File: config.mk
export PLATFORM = sky130hd
export DESIGN_NAME = lcd_result_formatter
export DESIGN_NICKNAME = d
export VERILOG_FILES = /design/src/rtl/lcd_result_formatter.sv
export SDC_FILE = /design/constraint.sdc
export NUM_CORES = 1
export LEC_CHECK = 0
export ABC_AREA = 0
export BUFFER_PORTS_ARGS = -buffer_cell sky130_fd_sc_hd__buf_2
export CAP_MARGIN = 15
export CORE_AREA = 2 2 107 109
export DETAILED_ROUTE_END_ITERATION = 6
export DIE_AREA = 0 0 109 111
export HOLD_SLACK_MARGIN = 0.06
export PLACE_DENSITY = 0.5
export SYNTH_ARGS = -nofsm -noshare
export SYNTH_HDL_FRONTEND = slang
export SYNTH_SLANG_ARGS = --single-unit
File: constraint.sdc
create_clock -name Clock -period 2.6 [get_ports Clock]
set_input_delay 0.78 -clock Clock [delete_from_list [all_inputs] [get_ports Clock]]
set_output_delay 0.78 -clock Clock [all_outputs]
set_load 0.02 [all_outputs]
File: src/rtl/lcd_result_formatter.sv
// Formats a signed 16-bit result as sign + five decimal digits and streams the
// characters to the LCD controller over its write/ready handshake.
module lcd_result_formatter #(
   parameter logic [7:0] POS_CHAR       = 8'h2B,
   parameter bit         SUPPRESS_ZEROS = 1'b0
) (
   input  logic        Clock,
   input  logic        Reset,
   input  logic        iStart,
   input  logic [15:0] iValue,
   input  logic        iReady,
   output logic        oWrite,
   output logic [7:0]  oData,
   output logic        oBusy,
   output logic        oDone
);

   typedef enum logic [2:0] {
      S_IDLE, S_LOAD, S_CONV, S_SEND, S_WAIT_LOW, S_WAIT_HIGH, S_DONE
   } state_t;

   state_t      state_q, state_d;
   logic        sign_q, sign_d;
   logic [15:0] mag_q, mag_d;
   logic [13:0] divisor_q, divisor_d;
   logic [3:0]  digit_q, digit_d;
   logic [2:0]  idx_q, idx_d;
   logic [7:0]  char_q, char_d;
   logic        seen_q, seen_d;

   function automatic logic [13:0] next_divisor(input logic [13:0] d);
      case (d)
         14'd10000: return 14'd1000;
         14'd1000:  return 14'd100;
         14'd100:   return 14'd10;
         default:   return 14'd1;
      endcase
   endfunction

   // NOTE: async reset puts every register, including the character shown on
   // oData, back to a known value so a mid-stream reset drops oWrite at once.
   always_ff @(posedge Clock or posedge Reset) begin
      if (Reset) begin
         state_q   <= S_IDLE;
         sign_q    <= 1'b0;
         mag_q     <= '0;
         divisor_q <= '0;
         digit_q   <= '0;
         idx_q     <= '0;
         char_q    <= '0;
         seen_q    <= 1'b0;
      end else begin
         state_q   <= state_d;
         sign_q    <= sign_d;
         mag_q     <= mag_d;
         divisor_q <= divisor_d;
         digit_q   <= digit_d;
         idx_q     <= idx_d;
         char_q    <= char_d;
         seen_q    <= seen_d;
      end
   end

   // NOTE: every signal written here gets a default first, so no path can
   // leave one unassigned and infer a latch.
   always_comb begin
      state_d   = state_q;
      sign_d    = sign_q;
      mag_d     = mag_q;
      divisor_d = divisor_q;
      digit_d   = digit_q;
      idx_d     = idx_q;
      char_d    = char_q;
      seen_d    = seen_q;
      oWrite    = 1'b0;

      case (state_q)
         S_IDLE: if (iStart) begin
            sign_d  = iValue[15];
            mag_d   = iValue[15] ? (~iValue + 16'd1) : iValue;
            idx_d   = '0;
            digit_d = '0;
            seen_d  = 1'b0;
            state_d = S_LOAD;
         end
         S_LOAD: begin
            divisor_d = 14'd10000;
            digit_d   = '0;
            state_d   = S_CONV;
         end
         S_CONV: begin
            if (idx_q == 3'd0) begin
               char_d  = sign_q ? 8'h2D : POS_CHAR;
               state_d = S_SEND;
            end else if (mag_q >= {2'b00, divisor_q}) begin
               mag_d   = mag_q - {2'b00, divisor_q};
               digit_d = digit_q + 4'd1;
            end else begin
               // Blank only leading zeros; the units digit is always a numeral.
               if (SUPPRESS_ZEROS && idx_q < 3'd5 && digit_q == 4'd0 && !seen_q)
                  char_d = 8'h20;
               else
                  char_d = 8'h30 + {4'h0, digit_q};
               if (digit_q != 4'd0) seen_d = 1'b1;
               state_d = S_SEND;
            end
         end
         S_SEND: if (iReady) begin
            oWrite  = 1'b1;
            state_d = S_WAIT_LOW;
         end
         S_WAIT_LOW: if (!iReady) state_d = S_WAIT_HIGH;
         S_WAIT_HIGH: if (iReady) begin
            idx_d   = idx_q + 3'd1;
            // The sign character does not consume a decade.
            if (idx_q != 3'd0) divisor_d = next_divisor(divisor_q);
            digit_d = '0;
            state_d = (idx_q == 3'd5) ? S_DONE : S_CONV;
         end
         S_DONE:  state_d = S_IDLE;
         default: state_d = S_IDLE;
      endcase
   end

   assign oData = char_q;
   assign oBusy = (state_q != S_IDLE) && (state_q != S_DONE);
   assign oDone = (state_q == S_DONE);

endmodule

Yosys cells after proc, flatten, opt, wreduce, memory -nomap -nowiden. Cells that the tools add are included.

Register bits after elaboration: 49. Bits of input ports: 20. Output and inout bits: 11. Logic and storage cells: 80.

Add/sub/neg operators: 5. Magnitude comparators: 1. Equality and inequality tests: 20. Multiplexer cells: 30. Bitwise operators: 1. Reduce and logical (&&, ||, !) cells: 16.

Operators by type and width (count): two-way mux 16 bit (4); case mux 16 bit (2 select lines) (1); two-way mux 3 bit (10); case mux 10 bit (3 select lines) (1); two-way mux 14 bit (2); case mux 14 bit (2 select lines) (1); case mux 3 bit (6 select lines) (1); adder 16 x 1 -> 16 bit, second input constant (1); greater-or-equal comparator 16 x 14 -> 1 bit (1); two-way mux 4 bit (4); two-way mux 8 bit (2); inequality test 2 bit, second input constant (8); NOT 16 bit (1); case mux 4 bit (4 select lines) (1); subtractor 16 x 14 -> 16 bit (1); equality test 14 x 10 -> 1 bit, second input constant (1); equality test 14 bit, second input constant (1); equality test 14 x 7 -> 1 bit, second input constant (1); equality test 3 bit, second input constant (4); AND reduction 5 bit (2); adder 6 x 4 -> 7 bit, first input constant (1); equality test 3 x 2 -> 1 bit, second input constant (2); logical NOT 3 bit (2); inequality test 3 bit, second input constant (2); 12 further kinds (18).

Depth between registers and ports, before layout. Gate-level depths: netlist of run 1.

Depth in word-level cells: 5. Depth in mapped cells: 10. Depth with buffers taken out: 9.

Least setup slack after synthesis of run 1. Ideal clock, no wire load.

Path type: reg2reg. From: reg divisor_q[0]. To: reg mag_q[5]. Library setup time: 0.125 ns. Data arrival time: 2.431 ns. Required time: 2.475 ns. Setup slack: 0.044 ns. Cell stages (with the launch flop): 10. Path buffers: 1. Period minus slack after synthesis: 2.556 ns. Path through: dfrtp_1 > ha_1 > fa_1 > nand2b_1 > a21o_1 > a211oi_2 > nor4b_4 > nor2_2 > buf_4 > mux2_2.

Cells in the longest elaborated chain, start to end: 4. Elaborated cells on any way between the ends: 7. Classes of those cells: 1 x add/sub; 1 x order compare; 1 x eq/ne; 3 x mux; 1 x reduce/logical.

RTL lines: start, declared (line 25) `logic [13:0] divisor_q, divisor_d;`; start signal, assigned (line 56) `divisor_q <= divisor_d;`; subtractor 16 x 14 -> 16 bit (line 96) `mag_d = mag_q - {2'b00, divisor_q};`; two-way mux 16 bit (line 95) `end else if (mag_q >= {2'b00, divisor_q}) begin`; two-way mux 16 bit (line 92) `if (idx_q == 3'd0) begin`; case mux 16 bit (2 select lines) (line 77) `case (state_q)`; end signal, assigned (line 55) `mag_q <= mag_d;`; end, declared (line 24) `logic [15:0] mag_q, mag_d;`.

Several ways; a longest one is shown, not always the timed one. The select of a mux whose other input is x is not followed. A chain may end at the register's enable or synchronous reset.

Worst setup path in the final report of run 1.
From: reg divisor_q[0]. To: reg mag_q[10].

The elaborated chain is that of the path after synthesis.

==> results of run 1 <==
## final cells by class
type | count | share of cell area
Clock buffer | 5 | 0.0312
Clock inverter | 2 | 0.00872
Inverter | 20 | 0.0187
Multi-Input combinational cell | 294 | 0.533
Sequential cell | 41 | 0.255
Tap cell | 143 | 0.0445
Timing Repair Buffer | 61 | 0.109
## worst max-delay path by stage
stage	start	to	slack, ns	depth (start not counted)
floorplan	divisor_q[0]	mag_q[5]	0.04	9
global placement	divisor_q[10]	mag_q[14]	-0.05	8
detailed placement	divisor_q[10]	mag_q[14]	-0.08	8
CTS	divisor_q[10]	mag_q[14]	0.005	9
global route	mag_q[0]	mag_q[4]	-0.10	11
finish	divisor_q[0]	mag_q[10]	-0.03	10
## power groups by stage
stage / Combinational, W / Sequential (W) / Clock (W)
6_report: 0.00325 / 0.00113 / 0.000697
5_1_grt: 0.00357 / 0.00118 / 0.000739
4_1_cts: 0.00293 / 0.00113 / 0.000719
3_5_place_dp: 0.00283 / 0.00112 / 0
3_3_place_gp: 0.00282 / 0.00112 / 0
2_1_floorplan: 0.00208 / 0.00104 / 0
## state kept, by name (all words and copies together), names as in the netlist
signal     cells
sign_q         1
idx_q          3
oData          6
mag_q         16
digit_q        4
divisor_q      8
state_q        3
## placed cells by master, fill, tap and decap left out, types with 7 or more instances in the layout
cell type,count
sky130_fd_sc_hd__buf_4,28
sky130_fd_sc_hd__o21ai_0,23
sky130_fd_sc_hd__nand4_1,8
sky130_fd_sc_hd__buf_2,28
sky130_fd_sc_hd__ha_1,14
sky130_fd_sc_hd__a21o_1,10
sky130_fd_sc_hd__mux2_4,8
sky130_fd_sc_hd__nand2_1,39
sky130_fd_sc_hd__xnor2_1,15
sky130_fd_sc_hd__o31ai_1,8
sky130_fd_sc_hd__dfrtp_1,41
sky130_fd_sc_hd__inv_1,17
sky130_fd_sc_hd__nand2b_1,8
sky130_fd_sc_hd__a21oi_1,16
sky130_fd_sc_hd__nor4_1,7
sky130_fd_sc_hd__nor2_1,29
sky130_fd_sc_hd__nor3_1,9
## per-stage QoR
step	setup TNS (ns)	worst slack, ns	instance area (um2)	instances	utilization
after floorplan	0	0.0444	3230	377	-
after global placement	-0.132	-0.0500	3640	549	0.328
after detailed placement	-0.306	-0.0795	3640	549	0.328
after CTS	0	0.00495	3870	557	0.349
after global routing	-1.31	-0.103	4020	566	0.363
final	-0.138	-0.0271	4020	566	0.363
## layer usage
layer,track usage,vias to the layer above
met5,0,-
met4,0.0487,0
met3,0.0212,11
met2,0.255,42
met1,0.199,1468
li1,-,1466
## worst register-to-register path: cells and delay by family, from the launching register on
| kind | cells | cell delay (ns) |
|---|---|---|
| buf+inv | 2 | 0.24 |
| flops | 1 | 0.39 |
| simple gates | 3 | 0.42 |
| compound gates | 2 | 0.54 |
| fa+ha+maj | 2 | 0.61 |
| mux | 1 | 0.30 |
## logic make-up after synthesis
kind of cell / count (synthesis) / synth area share
XOR/XNOR: 20 / 0.0544
AND/OR/NAND/NOR: 132 / 0.212
AO/OA/AOI/OAI: 109 / 0.241
other: 1 / 0.00116
buffers and inverters: 42 / 0.0559
adder cells (fa/ha/maj): 18 / 0.0722
flip-flops: 41 / 0.318
multiplexers: 13 / 0.0443
## repair_timing
item | CTS | global route
resized for setup | 9 | 20
setup buffers | 1 | 10
setup endpoints to repair | 11 | 24
pin swaps | 1 | 10
==> impl_summary.md, run 1 <==
Outcome
The run finished, with violations left. The checks that failed: negative setup slack.

Clock tree
The depth of the CTS H-tree is 2. In this run, post-CTS hold repair placed 0 buffers. The later pin in the worst-skew pair is clocked with a latency of ~0.28 ns.

The clock transition at the register clock pins on the worst setup and hold paths after CTS is 0.06 ns. Counting the buffers created by CTS gives 5. The cell at the root of the clock tree is sky130_fd_sc_hd__clkbuf_16. The largest buffer count on any clock path is 2. The CTS tree is built. The clock drives 41 sinks.

Worst setup path
In this run the critical register-to-register path is captured at mag_q[10]. STA classifies the critical path endpoint as a flip-flop. The internal reg-to-reg setup slack is -0.03 ns. The maximum cell stage delay along the critical path is ~0.4 ns. Data on the critical path arrives at its endpoint at about 2.8 ns. The data required time of the worst path is about 2.8 ns. STA classifies the critical path startpoint as a flip-flop.

The family with the most delay on the worst path is adder cells. The start-to-end type of the worst setup path is flip-flop to flip-flop. The count of buffer and inverter cells on the critical path is 2. The worst-case reg-to-reg path depth is 10. The largest individual stage delay along the critical path comes from the cell sky130_fd_sc_hd__fa_2. Along the worst path, the maximum fanout reaches 6. The critical path goes through ha_2, fa_2, nand2b_4, a21o_1, a211oi_4, nor4b_4, nor2_2, buf_12, buf_8, mux2_4. The worst register-to-register path begins at divisor_q[0].

Place
The placed wire-length estimate after detailed placement is 6410 um. The congestion estimate from routability-driven global placement came to 0.868. The number of buffers inserted by port buffering is 28.

Logic synthesis
Counting flops with a built-in enable in the synthesized netlist gives 0. In the post-synthesis netlist, the biggest area contributors are sky130_fd_sc_hd__dfrtp_1 (32%), sky130_fd_sc_hd__ha_1 (6.6%), sky130_fd_sc_hd__nand2_1 (4.5%). Averaged over all synthesized cells, the footprint is about 8.6 um2. Yosys printed 0 warnings. The combined area of all synthesized cells is 3220 um2. The count of mapped cells out of synthesis is 376. The largest area contributor in the netlist is sky130_fd_sc_hd__dfrtp_1. The share of synthesized area in the top cell type comes to 0.318. The post-synthesis sequential area ratio is 0.318. Sorting the synthesized cells by how often they occur yields sky130_fd_sc_hd__dfrtp_1 (41), sky130_fd_sc_hd__nand2_1 (39), sky130_fd_sc_hd__nor2_1 (29). The most used standard cell by instance count after synthesis is sky130_fd_sc_hd__dfrtp_1.

Of all flip-flops after synthesis, the portion carrying an async set or reset was 1.00. The most used flip-flop cell after synthesis is sky130_fd_sc_hd__dfrtp_1. After synthesis the netlist holds a flip-flop and latch count of 41. The distinct cell type count of the synthesized netlist is between 60 and 70.

Power
The internal power of the cells totals approximately 0.0028 W. The proportion of total power due to net switching is 0.444. The combinational share of power is 0.640. The largest voltage drop on the vdd net is between 0.0005 and 0.0006 V. The leakage component of the power is 1.72 nW. The switching component of the power is 0.00226 W. The total power divided by cell area is ~1300 nW/um2. The share of total power dissipated in the clock network is 0.137. The share of total power dissipated in sequential elements is 0.223. Total power for the finished layout comes to 0.00508 W.

Routing
Before antenna repair, the detailed router went through 4 iterations. The iteration-0 DRC count of the detailed router is 123. The remaining antenna violation count after routing is 0. In the final routing, the length of wire on met1 measures 4170 um.

After detailed routing, the number of remaining DRC violations is 0. After detailed routing, the met2 layer carries 4340 um of wire. Summed over all layers, the routed wires come to between 8000 and 9000 um. Dividing the detail-routed wire length by the instance count gives 15.6 um. Wire segments on met3 add up to 159 um in the final route.

Signal routing reaches up to met4. Dividing the detail-routed via count by the number of cells gives around 5.3. Across all layers, the routed design uses 2,987 vias.

Worst hold path
The worst hold path belongs to the class flip-flop to flip-flop. Along the worst hold path, the cell count comes to 1. The startpoint identified for the worst hold timing path is oData[5]. The sink of the worst hold path is oData[5].

Timing
The top achievable clock speed is approximately 380 MHz. The shortest clock period the worst path allows after layout is about 2.6 ns. The final count of pins violating max slew is 0. The number of hold-slack violations in the final timing report is 0. Dividing the final minimum period by the clock period gives 1.01. Setup violations remaining at the end of the flow were counted as 8. Final hold analysis gives a worst-case slack of approximately 0.46 ns.

For the final database, setup skew stands at 0.00239 ns. The worst-margin pin slew is 0.705 ns. Setup repair after global routing could not meet its margin everywhere. The relative max-transition margin is 0.527. The setup slack after layout is -0.0271 ns.

Floorplanning
Measured along the y axis, the die boundary spans 111 um. The die footprint is 12,100 um2. The effective utilization at floorplan is 0.291. The count of boundary I/O pins is 31. The floorplan step defined a core boundary enclosing 11,100 um2. The number of standard-cell rows in the floorplan is 39. The floorplan step set the die width to 109 um.

Run
The tool flagged a number of max-cap violations equal to 0.

Cells and area
0 antenna diodes ended up in the layout. The area growth from synthesis to layout is 24.7%. The total area of multi-input combinational cells is 2140 um2. The sequential cells in the finished layout cover a total of between 1000 and 1500 um2. The count of filler cells inserted in the layout is 1,109. The final layout contains 461 nets. The share of cells above drive strength 1 is 0.253.

Global route
The global-route congestion overflow total is 0. The initial antenna violation count is 0. The pin count of the biggest net entering global routing is 27.

The overall routing resource usage is 0.152. The first-pass GRT wire length is 14,700 um. The via count of the first global-routing pass came to 3,018.
Power figures use the tool's default switching activity.
==> inputs of run 2 (changes only) <==
CORE_AREA = 2 2 92 94   (was 2 2 107 109)
DIE_AREA = 0 0 94 96   (was 0 0 109 111)
MAX_ROUTING_LAYER = met4   (was default)
PLACE_DENSITY = 0.63   (was 0.5)
==> impl_summary.md, run 2 (synthesized netlist as in run 1, its figures left out) <==
Outcome
The run finished with clean final reports.

Run
Max-cap violations in this run came to 0.

Place
The wire-length estimate of the detail-placed layout is 6080 um. The placer's final routability congestion estimate is 0.970. The number of buffers inserted by port buffering is 28. The worst slack at placement is -0.0113 ns.

Clock tree
The clock network latency to the later pin of the worst-skew pair is ~0.31 ns. In this run the number of H-tree levels came out at 2. The clock transition at the register clock pins on the worst setup and hold paths after CTS is 0.08 ns.

The total clock sinks is 41. The total clock buffers created by CTS is 5. The cell at the root of the clock tree is sky130_fd_sc_hd__clkbuf_8. The largest buffer count on any clock path is 2. TritonCTS built the clock tree.

Global route
The total overflow left after global routing is 0. The first-pass GRT wire length is 13,400 um. The pin count of the biggest net entering global routing is 42. The via count of the first global-routing pass was 2,885.

The initial antenna violation count is 0. The overall routing resource usage is 0.192.

Routing
The routed length on met3 is 273 um. Once detail routing completed, the nets flagged for antenna violations numbered 0. The first detailed-routing pass took 5 iterations. The met1 wire length is 3850 um. The post-detailed-route via-to-cell ratio is 5.60. In the final routed layout, each cell accounts on average for 14.9 um. For this block, the routed nets add up to 8000 um of wire.

The total length of routed met2 wires is between 3000 and 4000 um. The via count of the routed design is ~3,000. For this block, the initial DRC count from the detailed router was ~110. Routed signal wires occupy layers up through met4.

After detailed routing, the number of remaining DRC violations is 0.

Floorplanning
For this configuration, the core starts out at a cell density of 0.400. The floorplan step defined a die boundary enclosing 9020 um2. The core region is 8050 um2. The die boundary height is 96 um. The number of standard-cell rows in the floorplan is 33. The count of boundary I/O pins is 31.

The horizontal extent of the die is ~94 um.

Timing
At the pin with the least slew margin, the transition time is 0.600 ns. The clock period could shrink to 2.51 ns. The relative max-transition margin is 0.599. Setup violations remaining at the end of the flow were counted as 0. Across all setup checks in the final design, the least slack found is just over 0.09 ns. The ratio of final minimum period to clock period is 0.965. Setup repair after global routing could not meet its margin everywhere. The final count of pins violating max slew is 0. The number of hold-slack violations in the final timing report is 0. The hold slack is 0.467 ns. The top achievable clock speed is 399 MHz. The final setup skew is between 0.009 and 0.01 ns.

Worst setup path
Along the worst path, the maximum fanout reaches 6. The element type at the critical path end is a flip-flop. The slowest stage of the critical path belongs to the cell sky130_fd_sc_hd__dfrtp_1. The data required time of the worst path is 2.79 ns. The signal on the critical path passes through inv_1, ha_1, nand4b_1, nand4b_1, buf_4, nor2b_2, buf_4, nor4b_4, nor2_2, buf_6, mux2_2. The maximum cell stage delay along the critical path is 0.33 ns. The startpoint identified for the worst register-to-register timing path is divisor_q[9]. The internal reg-to-reg setup slack is 0.09 ns. For the worst flop-to-flop path, the logic depth is 11. The critical path in this run is classified as flip-flop to flip-flop.

The endpoint of the most critical register-to-register path is mag_q[5]. The worst setup path is launched from a flip-flop. Data on the critical path arrives at its endpoint at around 2.7 ns.

Cells and area
The final layout net count is between 400 and 500. The top register by number of flip-flops is mag_q. The library cells used most frequently in the layout, excluding fill and tap cells, are sky130_fd_sc_hd__dfrtp_1 (40), sky130_fd_sc_hd__buf_4 (40), sky130_fd_sc_hd__nand2_1 (39), sky130_fd_sc_hd__nor2_1 (29), sky130_fd_sc_hd__buf_2 (28). The repair_antennas step left the layout with diodes totalling 0. The register with the most flip-flops in the layout has 16 of them.

In the final layout, the share of cells above drive strength 1 is 0.259. The area growth from synthesis to layout is 20.5%.

Worst hold path
The worst hold path belongs to the class flip-flop to flip-flop. Counting instances, the worst hold path has a depth of 1. In this run the most critical hold path is launched from oData[5].

The sink of the worst hold path is oData[5].

Power
Dividing total power by cell area gives a power density of ~1200 nW/um2. The leakage component of the power is 1.69 nW. The largest voltage drop on the vdd net is 0.000629 V.
## run 2: changes by cell type in the layout (fill, tap and decap cells not counted), moves of 3 or more
| cell | delta |
|---|---|
| sky130_fd_sc_hd__buf_4 | +12 |
| sky130_fd_sc_hd__mux2_4 | -7 |
| sky130_fd_sc_hd__clkbuf_16 | -5 |
| sky130_fd_sc_hd__clkbuf_8 | +5 |
| sky130_fd_sc_hd__mux2_2 | +4 |
| sky130_fd_sc_hd__buf_12 | -3 |
| sky130_fd_sc_hd__mux2_1 | +3 |
## run 2: worst max-delay path by stage
stage | endpoint | depth (start not counted) | from | slack (ns)
floorplan | mag_q[5] | 9 | divisor_q[0] | 0.04
CTS | mag_q[6] | 10 | divisor_q[0] | 0.02
global route | mag_q[2] | 10 | divisor_q[0] | -0.03
detailed placement | mag_q[10] | 8 | iValue[1] | -0.01
finish | mag_q[5] | 11 | divisor_q[9] | 0.09
global placement | mag_q[12] | 8 | iValue[1] | -0.01
## run 2: layout make-up
cell class	count	area (um2)
clock buffer	5	68.8
clock inverter	3	25.0
fill	790	4170
inverter	20	75.1
multi-input combinational	294	2090
sequential	41	1030
tap	105	131
timing repair buffer	70	463
## run 2: repair_timing
action,4_1_cts,5_1_grt
pin swaps,2,4
resized for setup,4,13
hold buffers,0,0
setup endpoints to repair,6,19
buffers inserted,2,2
hold endpoints to repair,0,0
## run 2: worst max-delay path: cells and delay by family (launching register included)
family / cells / cell delay (ns)
buffers and inverters: 4 / 0.62
adder cells (fa/ha/maj): 1 / 0.32
flip-flops: 1 / 0.33
AND/OR/NAND/NOR: 5 / 0.80
multiplexers: 1 / 0.33
## run 2: report_power, final
| part | total (W) | switching (W) | internal (W) |
|---|---|---|---|
| logic | 0.00309 | 0.00165 | 0.00144 |
| registers | 0.00112 | 0.000248 | 0.000869 |
| clock network | 0.000453 | 0.000259 | 0.000194 |
| total | 0.00466 | 0.00216 | 0.00250 |
## run 2: stage by stage
step	power, W	setup TNS (ns)	std cells	util	cell area, um2
2_1_floorplan	0.00312	0	377	-	3230
6_report	0.00466	0	538	0.482	3880
5_1_grt	0.00507	-0.248	538	0.482	3880
3_3_place_gp	0.00401	-0.00985	526	0.457	3680
3_5_place_dp	0.00405	-0.0219	526	0.457	3680
4_1_cts	0.00454	0	536	0.472	3800
## run 2: layer usage
| layer | track usage | vias up |
|---|---|---|
| met2 | 0.321 | 58 |
| met5 | - | - |
| li1 | - | 1485 |
| met4 | 0.0459 | 0 |
| met3 | 0.0266 | 8 |
| met1 | 0.250 | 1464 |
==> inputs of run 3 (changes only) <==
ABC_AREA = 1   (was 0)
CORE_AREA = 2 2 96 98   (was 2 2 92 94)
DIE_AREA = 0 0 98 100   (was 0 0 94 96)
==> impl_summary.md, run 3 <==
Clock tree
Clock-pin slew was measured on the worst setup and hold paths at 0.08 ns. The largest buffer count on any clock path is 2. The depth of the CTS H-tree is 2.

Clock tree synthesis found a total of 41 sinks. The CTS tree is built. At the later pin of the worst-skew pair, clock insertion delay measures 0.31 ns. The number of buffers added for setup after CTS is 0. After clock tree synthesis, the repair step resized 0 gates. Clock tree synthesis inserted a total of 5 buffers. After clock tree synthesis, the flow added hold-fix buffers numbering 0. The cell at the root of the clock tree is sky130_fd_sc_hd__clkbuf_8.

Logic synthesis
The synthesized-area fraction occupied by and/or/nand/nor cells is 0.419. After synthesis, the largest family of logic cells by area is simple AND/OR/NAND/NOR gates. The yosys synthesis warning count is 0. The synthesized design spends more area on one cell type than any other, namely sky130_fd_sc_hd__dfrtp_1.

The proportion of synthesized flip-flops having asynchronous set or reset is 1.00. The multiplexer area fraction after synthesis is 0. Ranked by total cell area, the synthesized netlist is headed by sky130_fd_sc_hd__dfrtp_1 (29%), sky130_fd_sc_hd__nand2_1 (19%), sky130_fd_sc_hd__nand3_1 (9.4%). In the synthesized netlist, the cells that appear most often are sky130_fd_sc_hd__nand2_1 (181), sky130_fd_sc_hd__inv_1 (76), sky130_fd_sc_hd__nand3_1 (66). The synthesized design contains 41 register bits. The combined area of all synthesized cells is between 3000 and 4000 um2.

Synthesis handed over a netlist of around 550 instances. The most instantiated flip-flop cell in the synthesis netlist is sky130_fd_sc_hd__dfrtp_1. Of the total synthesized cell area, the portion taken by XOR and XNOR cells is 0.00747. The per-instance average area after synthesis is about 6.4 um2.

The share of Yosys cell area claimed by the top area cell type is 0.292. The number of synthesized flops with an enable pin is 0. The distinct cell type count of the synthesized netlist is 38. The post-synthesis sequential area ratio is 0.292. The arithmetic-cell share of the synthesized area counting full adders, half adders and majority gates is 0.0662.

The most used standard cell by instance count after synthesis is sky130_fd_sc_hd__nand2_1. The share of the synthesized area in compound gates (AO/OA/AOI/OAI) is 0.105.

Cells and area
With fillers left out, the area of the finished cells amounts to approximately 3800 um2. The register with the most flip-flops in the layout has 16 of them. The library cell used most frequently in the layout, excluding fill and tap cells, is sky130_fd_sc_hd__nand2_1. The library cells used most frequently in the layout, excluding fill and tap cells, are sky130_fd_sc_hd__nand2_1 (181), sky130_fd_sc_hd__inv_1 (76), sky130_fd_sc_hd__nand3_1 (66), sky130_fd_sc_hd__nor2_1 (49), sky130_fd_sc_hd__dfrtp_1 (41). The area growth from synthesis to layout is 9.47%. The top register by number of flip-flops is mag_q. The layout has 940 filler cells. The final layout contains slightly above 600 nets. The repair_antennas step left the layout with diodes totalling 0.

The share of cells above drive strength 1 is 0.112.

Floorplanning
The count of boundary I/O pins is 31. The horizontal extent of the die is 98 um. After floorplanning, the core was divided into 35 placement rows. The die is 100 um tall. The core area is 8890 um2. The effective utilization at floorplan is 0.395. The die footprint is 9800 um2.

Power
The proportion of total power due to net switching is 0.539. Dividing total power by cell area gives a power density of 1180 nW/um2. The total power consumption of the routed design is 0.00456 W.

The leakage component of the power is between 2 and 2.5 nW. The share of total power dissipated in sequential elements is 0.223. Of the total power, combinational logic draws 0.657. The clock network power share is 0.120. Internal power comes to 0.00210 W. The largest voltage drop on the vdd net is 0.000579 V. In this run the power spent charging and discharging nets is between 0.002 and 0.0025 W.

Worst setup path
In this design, the largest share of critical-path delay is due to simple AND/OR/NAND/NOR gates. STA puts the critical path data required time at about 2.8 ns. In this design, the stage delay of the slowest critical-path cell is 0.41 ns. The arrival time of data at the critical path endpoint is 2.46 ns.

The largest driver fanout on the critical path is 16. The number of buffers and inverters on the critical path is 1. The startpoint type of the worst setup path is a flip-flop. The element type at the critical path end is a flip-flop. The critical path goes through ha_1, fa_1, inv_1, nand2_1, nand2_1, nand3_2, nand3_2, nand2_2, nand2_4, nand2_4, nand2_4, nand2_4, nand2_1, nand2_1. By startpoint and endpoint, the worst setup path is classified as flip-flop to flip-flop.

The slowest library cell on the worst path is sky130_fd_sc_hd__dfrtp_1.

Timing
In the final timing run, aggregate negative setup slack is 0 ns. The hold slack is 0.470 ns. The setup slack after layout is 0.345 ns. Between clock sinks in the finished design, the worst skew comes to 0.0128 ns. For the pin with the worst max-slew slack, the measured transition is about 0.54 ns.

The ratio of final minimum period to clock period is 0.867. The number of hold-slack violations in the final timing report came to 0. Setup violations remaining at the end of the flow were counted as 0. For this run, the top clock speed supported by timing is 443 MHz. The shortest clock period the worst path allows after layout is ~2.3 ns. The relative max-transition margin is 0.642.

Setup repair after global routing left no endpoint under its margin. The final count of pins violating max slew is 0.

Place
The placed instances occupy a cell area of ~3700 um2. The HPWL after detailed placement is 6920 um. The number of buffers inserted by port buffering is 28. The placer's final routability congestion estimate is 0.926. The worst slack at placement is between 0.2 and 0.3 ns.

Global route
The initial antenna violation count is 0. The global-route congestion overflow total is 0. Entering global routing, the biggest net connects 42 pins. The first global-routing pass estimated approximately 15,000 um of wire.

The via count of the first global-routing pass was 3,225. For this run, the total global-route usage over all layers was measured as 0.190.

Outcome
The flow ran to the end, and the final reports show no timing, DRC or antenna violations.

Routing
The iteration-0 DRC count of the detailed router is 233. The routed design has 8730 um of wire. The average wire length per cell after detail routing is 12.6 um. The count of TritonRoute iterations in the first routing pass is 4.

The remaining antenna violation count after routing is 0. The via count of the routed design is approximately 3,500. The number of remaining DRC errors is 0.

Dividing the detail-routed via count by the number of cells gives 5.02.

Worst hold path
The worst hold path belongs to the class flip-flop to flip-flop.

Run
Max-cap violations in this run came to 0.
[run 3: cell families (layout without fill, tap and decap cells)]
logic type               Yosys count  count (layout)
AND/OR/NAND/NOR                  333             333
flip-flops                        41              41
XOR/XNOR                           3               3
adder cells (fa/ha/maj)           18              18
other                              1               2
buffers and inverters             92             119
AO/OA/AOI/OAI                     65              65
[run 3: final cells by class]
type / instances / area (um2) / share of cell area
repair buffers: 30 / 155 / 0.0403
flip-flops and latches: 41 / 1030 / 0.267
clock inverters: 3 / 46.3 / 0.0120
inverters: 81 / 304 / 0.0790
well taps: 111 / 139 / 0.0361
clock buffers: 5 / 68.8 / 0.0179
multi-input cells: 421 / 2110 / 0.548
[run 3: through the flow]
stage	instances	util
after floorplan	554	-
after global placement	684	0.420
after detailed placement	684	0.420
after CTS	692	0.433
after global routing	692	0.433
final	692	0.433
[run 3: worst register-to-register path: stages, from the launching register on]
cell                      delay, ns
sky130_fd_sc_hd__dfrtp_1       0.41
sky130_fd_sc_hd__ha_1          0.22
sky130_fd_sc_hd__fa_1          0.37
sky130_fd_sc_hd__inv_1         0.11
sky130_fd_sc_hd__nand2_1       0.08
sky130_fd_sc_hd__nand2_1       0.10
sky130_fd_sc_hd__nand3_2       0.08
sky130_fd_sc_hd__nand3_2       0.08
sky130_fd_sc_hd__nand2_2       0.07
sky130_fd_sc_hd__nand2_4       0.08
sky130_fd_sc_hd__nand2_4       0.06
sky130_fd_sc_hd__nand2_4       0.16
sky130_fd_sc_hd__nand2_4       0.17
sky130_fd_sc_hd__nand2_1       0.11
sky130_fd_sc_hd__nand2_1       0.05
[run 3: path summary, 6_finish.rpt]
check                                to         start  cells past startpoint  slack [ns]
setup / recovery              mag_q[14]  divisor_q[0]                     14        0.34
hold / removal                 oData[5]      oData[5]                      1        0.47
setup reg to reg              mag_q[14]  divisor_q[0]                     14        0.34
hold reg to reg                oData[5]      oData[5]                      1        0.47
max in group asynchronous  divisor_q[1]         Reset                      3        1.64
min in group asynchronous      oData[3]         Reset                      3        0.58
[run 3: per-layer routing]
metal | global-route usage | routed length, um | vias to the layer above
li1 | - | - | 1821
met1 | 0.247 | 4150 | 1587
met2 | 0.316 | 4120 | 59
met3 | 0.0230 | 300 | 8
met4 | 0.0524 | 163 | 0
met5 | - | 0 | -
[run 3: power by group through the flow]
stage / clock [W] / combinational (W) / sequential [W]
2_1_floorplan: 0 / 0.00237 / 0.00101
3_3_place_gp: 0 / 0.00294 / 0.00102
3_5_place_dp: 0 / 0.00298 / 0.00103
4_1_cts: 0.000556 / 0.00299 / 0.00101
5_1_grt: 0.000583 / 0.00338 / 0.00105
6_report: 0.000546 / 0.00299 / 0.00102
